`src/rtl/riscv_pkg.sv`:
```
// Shared RISC-V pipeline constants: opcodes, write-back select codes, load func3 codes.
package riscv_pkg;

    localparam logic [6:0] OP_LOAD   = 7'b0000011;
    localparam logic [6:0] OP_STORE  = 7'b0100011;
    localparam logic [6:0] OP_OP_IMM = 7'b0010011;
    localparam logic [6:0] OP_OP     = 7'b0110011;
    localparam logic [6:0] OP_LUI    = 7'b0110111;
    localparam logic [6:0] OP_AUIPC  = 7'b0010111;
    localparam logic [6:0] OP_JAL    = 7'b1101111;
    localparam logic [6:0] OP_JALR   = 7'b1100111;
    localparam logic [6:0] OP_BRANCH = 7'b1100011;

    typedef enum logic [1:0] {
        WB_SEL_ALU  = 2'b00,
        WB_SEL_LOAD = 2'b01,
        WB_SEL_PC4  = 2'b10,
        WB_SEL_NONE = 2'b11
    } wb_sel_e;

    localparam logic [2:0] F3_LB  = 3'b000;
    localparam logic [2:0] F3_LH  = 3'b001;
    localparam logic [2:0] F3_LW  = 3'b010;
    localparam logic [2:0] F3_LBU = 3'b100;
    localparam logic [2:0] F3_LHU = 3'b101;

endpackage

```
`src/rtl/wb_result_fifo.sv`:
```
// Synchronous FIFO with occupancy count; holds long-latency results awaiting a write slot.
// The caller never pushes when count == DEPTH nor pops when count == 0.
module wb_result_fifo #(
    parameter int unsigned DEPTH = 2,
    parameter int unsigned WIDTH = 37,
    localparam int unsigned CW = $clog2(DEPTH + 1)
) (
    input  logic             clk,
    input  logic             rst_n,
    input  logic             push,
    input  logic [WIDTH-1:0] wdata,
    input  logic             pop,
    output logic [WIDTH-1:0] rdata,
    output logic [CW-1:0]    count
);

    localparam int unsigned PW = (DEPTH > 1) ? $clog2(DEPTH) : 1;

    logic [WIDTH-1:0] mem_q [DEPTH];
    logic [PW-1:0]    wr_ptr_q, wr_ptr_d;
    logic [PW-1:0]    rd_ptr_q, rd_ptr_d;
    logic [CW-1:0]    count_q, count_d;

    // Pointer advance with wrap at DEPTH (handles non-power-of-two depths).
    function automatic logic [PW-1:0] ptr_next(input logic [PW-1:0] p);
        return (p == PW'(DEPTH - 1)) ? '0 : p + PW'(1);
    endfunction

    // Next pointers and occupancy.
    always_comb begin
        wr_ptr_d = wr_ptr_q;
        rd_ptr_d = rd_ptr_q;
        count_d  = count_q;
        if (push) wr_ptr_d = ptr_next(wr_ptr_q);
        if (pop)  rd_ptr_d = ptr_next(rd_ptr_q);
        case ({push, pop})
            2'b10:   count_d = count_q + CW'(1);
            2'b01:   count_d = count_q - CW'(1);
            default: count_d = count_q;
        endcase
    end

    // Pointer and count registers.
    always_ff @(posedge clk or negedge rst_n) begin
        if (!rst_n) begin
            wr_ptr_q <= '0;
            rd_ptr_q <= '0;
            count_q  <= '0;
        end else begin
            wr_ptr_q <= wr_ptr_d;
            rd_ptr_q <= rd_ptr_d;
            count_q  <= count_d;
        end
    end

    // Storage array; contents are meaningless while count is zero, so no reset.
    always_ff @(posedge clk) begin
        if (push) mem_q[wr_ptr_q] <= wdata;
    end

    assign rdata = mem_q[rd_ptr_q];
    assign count = count_q;

endmodule

```
`src/rtl/wb_stage.sv`:
```
// Write-back stage: result select, load extension and arbitration of the single
// register-file write port between the pipeline and the long-latency result FIFO.
module wb_stage
    import riscv_pkg::*;
#(
    parameter int unsigned XLEN     = 32,
    parameter int unsigned MC_DEPTH = 2
) (
    input  logic            clk,
    input  logic            rst_n,
    input  logic            wb_valid,
    input  logic            wb_regwrite,
    input  logic [4:0]      wb_rd,
    input  logic [1:0]      wb_sel,
    input  logic [2:0]      wb_func3,
    input  logic [1:0]      wb_addr_lo,
    input  logic [XLEN-1:0] alu_result,
    input  logic [XLEN-1:0] mem_rdata,
    input  logic [XLEN-1:0] pc,
    input  logic            mc_valid,
    output logic            mc_ready,
    input  logic [4:0]      mc_rd,
    input  logic [XLEN-1:0] mc_result,
    output logic            stall_req,
    output logic            RegWrite,
    output logic [4:0]      write_register,
    output logic [XLEN-1:0] write_data
);

    localparam int unsigned CW = $clog2(MC_DEPTH + 1);
    localparam int unsigned FW = XLEN + 5;

    logic [7:0]      byte_lane_c;
    logic [15:0]     half_lane_c;
    logic [XLEN-1:0] load_data_c;
    logic [XLEN-1:0] pipe_data_c;
    logic            pw_c;
    logic            full_c;
    logic            fifo_push_c;
    logic            fifo_pop_c;
    logic [FW-1:0]   fifo_head;
    logic [CW-1:0]   fifo_count;

    logic            regwrite_q, regwrite_d;
    logic [4:0]      wreg_q, wreg_d;
    logic [XLEN-1:0] wdata_q, wdata_d;

    // Load lane extraction and sign/zero extension.
    always_comb begin
        case (wb_addr_lo)
            2'd1:    byte_lane_c = mem_rdata[15:8];
            2'd2:    byte_lane_c = mem_rdata[23:16];
            2'd3:    byte_lane_c = mem_rdata[31:24];
            default: byte_lane_c = mem_rdata[7:0];
        endcase
        half_lane_c = wb_addr_lo[1] ? mem_rdata[31:16] : mem_rdata[15:0];
        case (wb_func3)
            F3_LB:   load_data_c = {{(XLEN - 8){byte_lane_c[7]}}, byte_lane_c};
            F3_LH:   load_data_c = {{(XLEN - 16){half_lane_c[15]}}, half_lane_c};
            F3_LBU:  load_data_c = {{(XLEN - 8){1'b0}}, byte_lane_c};
            F3_LHU:  load_data_c = {{(XLEN - 16){1'b0}}, half_lane_c};
            default: load_data_c = mem_rdata;
        endcase
    end

    // Pipeline result mux and write request.
    always_comb begin
        case (wb_sel_e'(wb_sel))
            WB_SEL_LOAD: pipe_data_c = load_data_c;
            WB_SEL_PC4:  pipe_data_c = pc + XLEN'(4);
            default:     pipe_data_c = alu_result;
        endcase
        pw_c = wb_valid & wb_regwrite & (wb_rd != 5'd0) & (wb_sel_e'(wb_sel) != WB_SEL_NONE);
    end

    // Flow control depends on occupancy only; rd == 0 results are dropped on entry.
    assign full_c      = (fifo_count == CW'(MC_DEPTH));
    assign mc_ready    = ~full_c;
    assign stall_req   = full_c;
    assign fifo_push_c = mc_valid & mc_ready & (mc_rd != 5'd0);

    wb_result_fifo #(
        .DEPTH (MC_DEPTH),
        .WIDTH (FW)
    ) u_fifo (
        .clk   (clk),
        .rst_n (rst_n),
        .push  (fifo_push_c),
        .wdata ({mc_rd, mc_result}),
        .pop   (fifo_pop_c),
        .rdata (fifo_head),
        .count (fifo_count)
    );

    // Write-port arbitration: full FIFO first, then pipeline, then FIFO drain.
    always_comb begin
        regwrite_d = 1'b0;
        wreg_d     = wreg_q;
        wdata_d    = wdata_q;
        fifo_pop_c = 1'b0;
        if (full_c) begin
            regwrite_d = 1'b1;
            wreg_d     = fifo_head[XLEN +: 5];
            wdata_d    = fifo_head[XLEN-1:0];
            fifo_pop_c = 1'b1;
        end else if (pw_c) begin
            regwrite_d = 1'b1;
            wreg_d     = wb_rd;
            wdata_d    = pipe_data_c;
        end else if (fifo_count != '0) begin
            regwrite_d = 1'b1;
            wreg_d     = fifo_head[XLEN +: 5];
            wdata_d    = fifo_head[XLEN-1:0];
            fifo_pop_c = 1'b1;
        end
    end

    // Registered write port.
    always_ff @(posedge clk or negedge rst_n) begin
        if (!rst_n) begin
            regwrite_q <= 1'b0;
            wreg_q     <= '0;
            wdata_q    <= '0;
        end else begin
            regwrite_q <= regwrite_d;
            wreg_q     <= wreg_d;
            wdata_q    <= wdata_d;
        end
    end

    assign RegWrite       = regwrite_q;
    assign write_register = wreg_q;
    assign write_data     = wdata_q;

endmodule

```
`config.mk`:
```
export PLATFORM = sky130hd
export DESIGN_NAME = wb_stage
export DESIGN_NICKNAME = d
export VERILOG_FILES = /design/src/rtl/riscv_pkg.sv /design/src/rtl/wb_result_fifo.sv /design/src/rtl/wb_stage.sv
export SDC_FILE = /design/constraint.sdc
export NUM_CORES = 1
export LEC_CHECK = 0
export BUFFER_PORTS_ARGS = -buffer_cell sky130_fd_sc_hd__buf_4
export CAP_MARGIN = 30
export CORE_MARGIN = 2
export CORE_UTILIZATION = 45
export CTS_BUF_LIST = sky130_fd_sc_hd__clkbuf_4 sky130_fd_sc_hd__clkbuf_8 sky130_fd_sc_hd__clkbuf_16
export CTS_CLUSTER_DIAMETER = 80
export CTS_CLUSTER_SIZE = 14
export DETAILED_ROUTE_END_ITERATION = 16
export GPL_ROUTABILITY_DRIVEN = 0
export PLACE_DENSITY = 0.74
export SYNTH_ARGS = -nofsm -noshare
export SYNTH_HDL_FRONTEND = slang
export SYNTH_SLANG_ARGS = --single-unit
```
`constraint.sdc`:
```
create_clock -name clk -period 4.2 [get_ports clk]
set_input_delay 1.05 -clock clk [delete_from_list [all_inputs] [get_ports clk]]
set_output_delay 1.05 -clock clk [all_outputs]
set_load 0.01 [all_outputs]
```
==> results of run 1 <==
==> final cells by class <==
class	instances	area (µm²)	area share
multi-input combinational	407	2970	0.340
tap	180	225	0.0258
clock buffer	22	482	0.0553
timing repair buffer	203	1550	0.178
clock inverter	10	154	0.0177
sequential	116	3270	0.376
inverter	17	63.8	0.00732
==> final timing paths <==
kind	from	end	slack, ps
max in group asynchronous	rst_n	u_fifo.rd_ptr_q	3160
min reg2reg	write_data[8]	write_data[8]	500
min in group asynchronous	rst_n	write_data[5]	620
max	wb_rd[3]	write_data[25]	1400
min	write_data[8]	write_data[8]	500
max reg2reg	u_fifo.rd_ptr_q	write_data[22]	1950
==> critical path, cell delays in order <==
cell and delay (ps):
buf_4 110, or4_4 570, o211a_1 430, buf_4 300
and3_1 200, a221oi_1 260, o211ai_1 150
==> power groups by stage <==
stage | registers (µW) | clock network, µW | logic (µW)
2_1_floorplan | 1860 | 0 | 967
3_3_place_gp | 1910 | 0 | 1710
3_5_place_dp | 1910 | 0 | 1790
4_1_cts | 1900 | 1550 | 1800
5_1_grt | 1930 | 1610 | 1950
6_report | 1900 | 1550 | 1810
==> cell usage after synthesis (3+ instances only) <==
| cell type | instances | area, µm² |
|---|---|---|
| clkbuf_1 | 25 | 93.8 |
| nand2_1 | 33 | 124 |
| buf_1 | 4 | 15.0 |
| edfxtp_1 | 74 | 2220 |
| a221oi_1 | 9 | 78.8 |
| and3_1 | 8 | 50.1 |
| nor2b_1 | 7 | 43.8 |
| o22ai_1 | 3 | 18.8 |
| and4_1 | 6 | 52.6 |
| a211oi_1 | 4 | 30.0 |
| buf_2 | 9 | 45.0 |
| xnor2_1 | 23 | 201 |
| ha_1 | 5 | 62.6 |
| mux2i_1 | 40 | 400 |
| o221ai_1 | 14 | 123 |
| o21ai_0 | 28 | 140 |
| a2bb2oi_1 | 3 | 26.3 |
| mux2_2 | 15 | 169 |
| a22oi_1 | 9 | 67.6 |
| o2bb2ai_1 | 5 | 43.8 |
| a22o_1 | 10 | 87.6 |
| xor2_1 | 3 | 26.3 |
| or3_1 | 3 | 18.8 |
| inv_1 | 16 | 60.1 |
| o211a_1 | 3 | 30.0 |
| nor3_1 | 13 | 65.1 |
| nand3_1 | 21 | 105 |
| a21oi_1 | 21 | 105 |
| nand2b_1 | 11 | 68.8 |
| nand4_1 | 12 | 75.1 |
| nor4_1 | 8 | 50.1 |
| dfrtp_1 | 42 | 1050 |
| nor2_1 | 21 | 78.8 |
| o2111ai_1 | 3 | 26.3 |
| a31oi_1 | 7 | 43.8 |
| o21a_1 | 4 | 30.0 |
| a221o_1 | 12 | 120 |
| o211ai_1 | 8 | 60.1 |
==> routing by layer <==
layer / wire (µm) / up-vias / share of wire / global-route usage
li1: - / 2644 / - / -
met1: 8530 / 2880 / 0.40 / 0.394
met2: 9720 / 419 / 0.45 / 0.432
met3: 2450 / 63 / 0.11 / 0.0746
met4: 881 / 0 / 0.041 / 0.146
met5: 0 / - / 0 / 0
==> cell families after synthesis <==
family | share of synthesized area
compound gates | 0.187
xor+xnor | 0.0352
fa+ha+maj | 0.00967
buf+inv | 0.0373
flops | 0.506
mux | 0.0933
simple gates | 0.131
==> stage by stage <==
step | util | total power, µW
finish | 0.625 | 5260
CTS | 0.625 | 5250
detailed placement | 0.580 | 3700
global placement | 0.577 | 3610
global route | 0.625 | 5500
floorplan | - | 2830
==> registers in the layout, indices dropped and copies added, names as in the netlist <==
register,cells
u_fifo.mem_q,74
u_fifo.rd_ptr_q,1
u_fifo.wr_ptr_q,1
RegWrite,1
u_fifo.count,2
write_data,32
write_register,5
==> metrics.md, run 1 <==
| Metric | Value |
|---|---|
| Fraction of layout cells with a size suffix above 1 | `0.339` |
| Cells after DPL | `923` |
| # IOs | `190` |
| Worst min path class | `reg2reg` |
| Post-synthesis cell count | `581` |
| Worst vdd ir | `421 µV` |
| Post-CTS setup buffers | `0` |
| Core Region | `13900 µm²` |
| Sw Pwr | `1730 µW` |
| Clock Skew | `11.8 ps` |
| Power Density | `603 nW/µm²` |
| CP Class | `in2reg` |
| Synth unique cells | `68` |
| Largest net degree at the start of global routing | `43` |
| Gate power share | `0.344` |
| Design area | `8710 µm²` |
| First-pass GRT wire length | `32300 µm` |
| WHS | `505 ps` |
| TNS Setup | `0 ps` |
| DP Wirelength | `16300 µm` |
| Most frequent cells in the layout | `buf_4 (201), edfxtp_1 (74), dfrtp_1 (41)` |
| Final net count | `917` |
| Port Buffer Count | `189` |
| Setup-failing EPs final | `0` |
| Synth warnings | `0` |
| Drt total wl | `21600 µm` |
| Filler cell count | `1094` |
| Starting Density | `0.464` |
| Worst Hold Depth | `2` |
| Slack of the critical path | `1400 ps` |
| Int Pwr | `3520 µW` |
| WP data required | `4480 ps` |
| Ratio of final minimum period to clock period | `0.667` |
| Status | `finished clean` |
| # rows | `43` |
| Most common cell after layout, fill and taps aside | `buf_4` |
| Worst Reg-to-Reg Cells | `6` |
| Via count | `6006` |
| Total grt overflow | `0` |
| Clock Tree Buf Depth | `2` |
| Final critical-path required period | `2800 ps` |
| Syn nets | `736` |
| GRT Total Usage | `0.291` |
| F_max | `357 MHz` |
| Starting DRT DRC Count | `923` |
| Die height | `124 µm` |
| Endpoints failing hold | `0` |
| Clock power share | `0.294` |
| Syn_area_per_cell | `11.1 µm²` |
| Post-cts sizing count | `0` |
| First-pass detailed-route iteration total | `5` |
| Slew Limit Fails | `0` |
| Vias in the first global route | `5897` |
| Wirelength per Cell | `22.6 µm` |
| Die Footprint | `15300 µm²` |
| DRC viols | `0` |
| Unrepaired setup endpoints after global routing | `no` |
| Seq/Total Area, Yosys | `0.506` |
| Clk root buf | `clkbuf_16` |
| Slew margin rel. | `0.353` |
| CTS tree | `yes` |
| Antenna Cells | `0` |
| Syn-to-layout area delta | `34.8%` |
| Number of synthesized flops with an enable pin | `74` |
| Post-synthesis register bit count | `116` |
| Leakage power | `0.00359 µW` |
| CTS Hold Bufs | `0` |
| Fraction of registers with async set/reset | `0.362` |
| Ys flop type | `edfxtp_1` |
| Crit path capture type | `flop` |
| Clock Sink Count | `116` |
| DP Area | `8080 µm²` |
| Switching share of total power | `0.330` |
| Worst slew pin tran | `971 ps` |
| Mean number of vias per cell | `6.29` |
| Clk_lat worst skew | `430 ps` |
| Element type at the critical path start | `input port` |
| Die Width | `124 µm` |
| Num CTS Buffers | `17` |
| Worst-path clk slew | `50 ps` |
| Antenna violations before repair | `0` |
| Crit Path Max Fanout | `17` |
| Setup WS pre-CTS | `1030 ps` |
| Sequential share of power | `0.362` |
| Final non-filler cell total | `955` |
| Max_cap viols | `0` |
| H-tree Lvls | `4` |
| Post-route ant nets | `0` |
| Mapped Area | `6470 µm²` |
| Crit path DAT | `3080 ps` |
(Power assumes the default switching activity.)
==> inputs of run 2 (changes only) <==
Clock period 4.2 ns to 2.8 ns, I/O delays scaled along.
==> run 2 against run 1 <==
  * Combinational power is 55% higher
  * Critical path depth did not move
  * Sequential share of layout area fell by 0.41 points
  * First-iteration DRC count shrank 16%
  * Global-route usage is 0.85 points lower
  * Final area grew 1.1%
  * Sequential power grew 49%
  * Die area is the same
==> metrics.md, run 2 (synthesis results as in run 1) <==
| Metric | Value |
|---|---|
| First-pass detailed-route iteration total | `8 (+3)` |
| Via count | `6032 (+0.43%)` |
| Status | `finished clean` |
| Met3 global-route usage | `0.0705 (-0.00412)` |
| Leakage power | `0.00364 µW (+1.3%)` |
| Met1 usage | `0.378 (-0.0164)` |
| Most common cell type on the critical path | `buf_4` |
| Post-cts sizing count | `0 (unchanged)` |
| Final net count | `926 (+0.98%)` |
| Most frequent cells in the layout | `buf_4 (208), edfxtp_1 (74), dfrtp_1 (41)` |
| Slew margin rel. | `0.561 (+0.208)` |
| Worst Reg-to-Reg Cells | `5 (-1)` |
| Clock Skew | `11.0 ps (-0.798 ps)` |
| Clk root buf | `clkbuf_16` |
| DP Wirelength | `16000 µm (-1.6%)` |
| Wirelength per Cell | `22.3 µm (-1.5%)` |
| Antenna violations before repair | `0 (unchanged)` |
| Gate power share | `0.352 (+0.008)` |
| Critical path startpoint | `wb_addr_lo[1]` |
| Switching share of total power | `0.331 (+0.00184)` |
| CP Class | `in2reg` |
| Power Density | `903 nW/µm² (+50%)` |
| Slew Limit Fails | `0 (unchanged)` |
| Endpoints failing hold | `0 (unchanged)` |
| Starting Density | `0.464 (unchanged)` |
| Drt total wl | `21500 µm (-0.61%)` |
| Top reg by flops | `u_fifo.mem_q` |
| Die height | `124 µm (unchanged)` |
| CTS tree | `yes` |
| Clock power share | `0.293 (about the same)` |
| Clock Sink Count | `116 (unchanged)` |
| Reg2reg setup slack | `750 ps (-1200 ps)` |
| CTS Hold Bufs | `0 (unchanged)` |
| Clk_lat worst skew | `420 ps (about the same)` |
| CP peak stage delay | `560 ps (about the same)` |
| Unrepaired setup endpoints after global routing | `no` |
| Fraction of layout cells with a size suffix above 1 | `0.348 (+0.00886)` |
| Mean number of vias per cell | `6.26 (-0.50%)` |
| DRC viols | `0 (unchanged)` |
| Worst slew pin tran | `653 ps (-318 ps)` |
| Total grt overflow | `0 (unchanged)` |
| Sequential share of power | `0.355 (-0.007)` |
| Int Pwr | `5320 µW (+51%)` |
| R2R Path End | `u_fifo.mem_q[0][29]` |
| Ratio of final minimum period to clock period | `0.866` |
| Clock Tree Buf Depth | `2 (unchanged)` |
| Post-layout util | `0.632 (+0.00691)` |
| Worst-path clk slew | `50 ps (about the same)` |
| Starting DRT DRC Count | `774 (-16%)` |
| Crit-path cells | `buf_4 -> buf_4 -> mux2_2 -> o311a_1 -> a221oi_1 -> nor2_1 -> a221o_1` |
| Num CTS Buffers | `17 (unchanged)` |
| Most common cell after layout, fill and taps aside | `buf_4` |
| R2R Path Start | `u_fifo.count[0]` |
| Syn-to-layout area delta | `36.3%` |
| GRT Total Usage | `0.282 (-0.00850)` |
| Post-CTS setup buffers | `0 (unchanged)` |
| # rows | `43 (unchanged)` |
| Die Footprint | `15300 µm² (unchanged)` |
| Vias in the first global route | `5746 (-2.6%)` |
| Crit path capture type | `flop` |
| F_max | `412 MHz` |
| Element type at the critical path start | `input port` |
| Setup-failing EPs final | `0 (unchanged)` |
| Top delay family on crit path | `compound AO/OA/AOI/OAI gates` |
| Top Usage Layer GRT | `met2` |
| Worst vdd ir | `648 µV (+54%)` |
| WHS | `285 ps (-219 ps)` |
| Antenna Cells | `0 (unchanged)` |
| Final critical-path required period | `2430 ps` |
| WP data required | `3090 ps (-1390 ps)` |
| Worst min path class | `in2async` |
| Post-route ant nets | `0 (unchanged)` |
| Port Buffer Count | `189 (unchanged)` |
| Largest net degree at the start of global routing | `43 (unchanged)` |
| Crit Path Max Fanout | `20 (+3)` |
| Filler cell count | `1079 (-1.4%)` |
| Critical Path End | `write_data[1]` |
| Levels on crit path | `7 (unchanged)` |
| Met2 Usage GRT | `0.429 (-0.00309)` |
| Crit path DAT | `2720 ps (-360 ps)` |
| First-pass GRT wire length | `31500 µm (-2.7%)` |
| Core Region | `13900 µm² (unchanged)` |
| WP buf/inv | `2 (unchanged)` |
| Die Width | `124 µm (unchanged)` |
| CP max-delay cell | `a221oi_1` |
| Max reg flops | `74 (unchanged)` |
| Max_cap viols | `0 (unchanged)` |
| Sw Pwr | `2640 µW (+52%)` |
| H-tree Lvls | `4 (unchanged)` |
| # IOs | `190 (unchanged)` |
run 2: cell types whose count changed in the layout (fill, tap and decap cells not counted), sizes merged:
| cell | delta |
|---|---|
| buf | +9 |
| clkbuf | -2 |
| clkinv | +1 |
| clkinvlp | +1 |
run 2: final cells by class:
class	instances	area, µm²	share of cell area
tap	180	225	0.0256
inverter	17	63.8	0.00724
sequential	116	3270	0.372
clock buffer	20	460	0.0523
timing repair buffer	212	1640	0.186
clock inverter	12	179	0.0203
multi-input combinational	407	2970	0.337
run 2: worst register-to-register path, cell delays in order (launching register included):
cell	delay [ps]
dfrtp_1	470
nand2b_1	290
o211ai_1	160
buf_4	190
nor2_4	360
buf_12	250
run 2: power by group through the flow:
| stage | sequential (µW) | clock [µW] | combinational [µW] |
|---|---|---|---|
| 2_1_floorplan | 2800 | 0 | 1450 |
| 3_3_place_gp | 2830 | 0 | 2650 |
| 3_5_place_dp | 2830 | 0 | 2770 |
| 4_1_cts | 2820 | 2340 | 2780 |
| 5_1_grt | 2860 | 2420 | 3010 |
| 6_report | 2830 | 2330 | 2800 |
run 2: worst min-delay path by stage:
stage                      startpoint           endpoint  slack [ps]
floorplan                       rst_n           RegWrite         400
global placement    write_register[1]  write_register[1]         470
detailed placement     write_data[15]     write_data[15]         490
CTS                             rst_n  write_register[1]         300
global route                    rst_n  write_register[1]         320
finish                          rst_n  write_register[1]         290
run 2: stage by stage:
| stage | instances | setup TNS (ps) | area [µm²] | worst slack (ps) | power, µW |
|---|---|---|---|---|---|
| floorplan | 581 | -17940 | 6470 | -242 | 4250 |
| global placement | 930 | 0 | 8130 | 51.6 | 5480 |
| detailed placement | 932 | 0 | 8170 | 39.4 | 5590 |
| CTS | 964 | 0 | 8810 | 480 | 7940 |
| global route | 964 | 0 | 8810 | 332 | 8290 |
| finish | 964 | 0 | 8810 | 374 | 7950 |
run 2: per-layer routing:
layer  wire (µm)  vias up
met5           0        -
met4         929        0
met3        2450       78
met2        9700      463
met1        8370     2833
li1            -     2658
==> inputs of run 3 (changes only) <==
Settings changed: GPL_TIMING_DRIVEN set to 0.
==> run 3 against run 2 <==
  * Hold slack better by 9.7 ps
  * Clock skew down 3.1 ps
  * Wire length up 3.9%
  * Register-to-register slack worse by 360 ps
  * First-iteration DRC count up 1.2%
  * Core utilization down 0.41 points
  * Combinational power up 1%
  * Clock-buffer cell count down 1
==> metrics.md, run 3 (synthesis results as in run 1) <==
| Metric | Value |
|---|---|
| Antenna Cells | `0 (unchanged)` |
| First-pass GRT wire length | `33600 µm (+6.7%)` |
| Port Buffer Count | `187 (-1.1%)` |
| Endpoints failing hold | `0 (unchanged)` |
| # IOs | `190 (unchanged)` |
| Crit-path cells | `buf_4 -> ha_1 -> and3b_1 -> o21ai_4 -> o21ai_1 -> clkbuf_1 -> nor2_1 -> a221o_1` |
| Max_cap viols | `0 (unchanged)` |
| Most frequent cells in the layout | `buf_4 (188), edfxtp_1 (74), dfrtp_1 (42)` |
| Gate power share | `0.364 (+0.012)` |
| Unrepaired setup endpoints after global routing | `no` |
| Ratio of final minimum period to clock period | `0.918 (+0.0519)` |
| Levels on crit path | `8 (+1)` |
| Clk root buf | `clkbuf_16` |
| Top delay family on crit path | `compound AO/OA/AOI/OAI gates` |
| Met1 usage | `0.404 (+0.0265)` |
| Final critical-path required period | `2570 ps (+145 ps)` |
| Cells after DPL | `950 (+1.9%)` |
| Starting Density | `0.464 (unchanged)` |
| First-pass detailed-route iteration total | `6 (-2)` |
| Switching share of total power | `0.339 (+0.00801)` |
| Sequential share of power | `0.349 (-0.006)` |
| Slew Limit Fails | `0 (unchanged)` |
| Power Density | `890 nW/µm² (-1.4%)` |
| Leakage power | `0.00360 µW (-1.1%)` |
| Drt total wl | `22300 µm (+3.9%)` |
| Clock power share | `0.287 (-0.006)` |
| Final non-filler cell total | `982 (+1.9%)` |
| Core Region | `13900 µm² (unchanged)` |
| CP peak stage delay | `500 ps (-60 ps)` |
| Sw Pwr | `2640 µW (+0.34%)` |
| Crit Path Max Fanout | `10 (-50%)` |
| WP data required | `3100 ps (about the same)` |
| Crit path DAT | `2880 ps (+160 ps)` |
| Crit path capture type | `flop` |
| CTS Hold Bufs | `0 (unchanged)` |
| CP Class | `in2reg` |
| Worst min path class | `in2async` |
| WP buf/inv | `2 (unchanged)` |
| Largest net degree at the start of global routing | `43 (unchanged)` |
| Max reg flops | `74 (unchanged)` |
| Setup WS pre-CTS | `-160 ps (-200 ps)` |
| Clock Sink Count | `116 (unchanged)` |
| Post-cts sizing count | `0 (unchanged)` |
| Worst Reg-to-Reg Cells | `7 (+2)` |
| Starting DRT DRC Count | `783 (+1.2%)` |
| H-tree Lvls | `4 (unchanged)` |
| DRC viols | `0 (unchanged)` |
| Slack of the critical path | `229 ps (-145 ps)` |
| Worst-path clk slew | `60 ps (about the same)` |
| Top Usage Layer GRT | `met2` |
| Wirelength per Cell | `22.7 µm (+2.0%)` |
| Status | `finished clean` |
| Die Width | `124 µm (unchanged)` |
| Clk_lat worst skew | `430 ps (about the same)` |
| Post-route ant nets | `0 (unchanged)` |
| Vias in the first global route | `6039 (+5.1%)` |
| Syn-to-layout area delta | `35.4%` |
| Die Footprint | `15300 µm² (unchanged)` |
| Most common cell after layout, fill and taps aside | `buf_4` |
| Int Pwr | `5150 µW (-3.2%)` |
| CP max-delay cell | `o21ai_1` |
| Reg2reg setup slack | `390 ps (-360 ps)` |
| Post-route total power | `7790 µW (-2.0%)` |
| Num CTS Buffers | `17 (unchanged)` |
| DP Wirelength | `16900 µm (+5.2%)` |
| F_max | `389 MHz (-5.7%)` |
| Final net count | `944 (+1.9%)` |
| Slew margin rel. | `0.499 (-0.0621)` |
| WHS | `295 ps (+9.73 ps)` |
| CTS tree | `yes` |
| Mean number of vias per cell | `6.23 (-0.45%)` |
| Fraction of layout cells with a size suffix above 1 | `0.325 (-0.0228)` |
| Antenna violations before repair | `0 (unchanged)` |
| Worst slew pin tran | `749 ps (+95.8 ps)` |
| GRT Total Usage | `0.301 (+0.0186)` |
| Total grt overflow | `0 (unchanged)` |
| Element type at the critical path start | `input port` |
| Clock Skew | `7.88 ps (-3.09 ps)` |
| Post-CTS setup buffers | `0 (unchanged)` |
| Met2 Usage GRT | `0.464 (+0.0350)` |
| Worst vdd ir | `626 µV (-3.5%)` |
| Die height | `124 µm (unchanged)` |
| Via count | `6117 (+1.4%)` |
| # rows | `43 (unchanged)` |
| Clock Tree Buf Depth | `2 (unchanged)` |
| Top reg by flops | `u_fifo.mem_q` |
| Met3 global-route usage | `0.0842 (+0.0137)` |
| Setup-failing EPs final | `0 (unchanged)` |
run 3: per-stage QoR:
step / TNS (ps) / utilization / cell area [µm²]
CTS: 0 / 0.628 / 8750
finish: 0 / 0.628 / 8750
floorplan: -17940 / - / 6470
global route: 0 / 0.628 / 8750
detailed placement: -913 / 0.585 / 8150
global placement: -83230 / 0.581 / 8100
run 3: layer usage:
layer | up-vias | share of wire | routed length [µm]
met4 | 0 | 0.034 | 762
met1 | 2917 | 0.39 | 8750
li1 | 2700 | - | -
met2 | 435 | 0.46 | 10200
met3 | 65 | 0.12 | 2620
met5 | - | 0 | 0
run 3: final cells by class:
cell class | instances | area (µm²)
clock buffers | 19 | 447
repair buffers | 189 | 1440
plain buffers | 41 | 178
inverters | 17 | 63.8
well taps | 180 | 225
multi-input cells | 407 | 2970
flip-flops and latches | 116 | 3270
fillers | 1112 | 5180
clock inverters | 13 | 156
run 3: power by group through the flow:
stage	combinational (µW)	sequential (µW)	clock, µW
global route	3060	2770	2330
floorplan	1450	2800	0
detailed placement	2810	2730	0
global placement	2680	2740	0
finish	2840	2720	2230
CTS	2820	2720	2240
run 3: final timing paths:
| path | startpoint | to |
|---|---|---|
| worst max-delay path | wb_sel[0] | write_data[6] |
| worst min-delay path | rst_n | u_fifo.wr_ptr_q |
| worst max register to register | u_fifo.count[0] | write_data[13] |
| worst min register to register | write_register[0] | write_register[0] |
| max in group asynchronous | rst_n | write_data[21] |
| min in group clk | mc_result[13] | u_fifo.mem_q[1][13] |
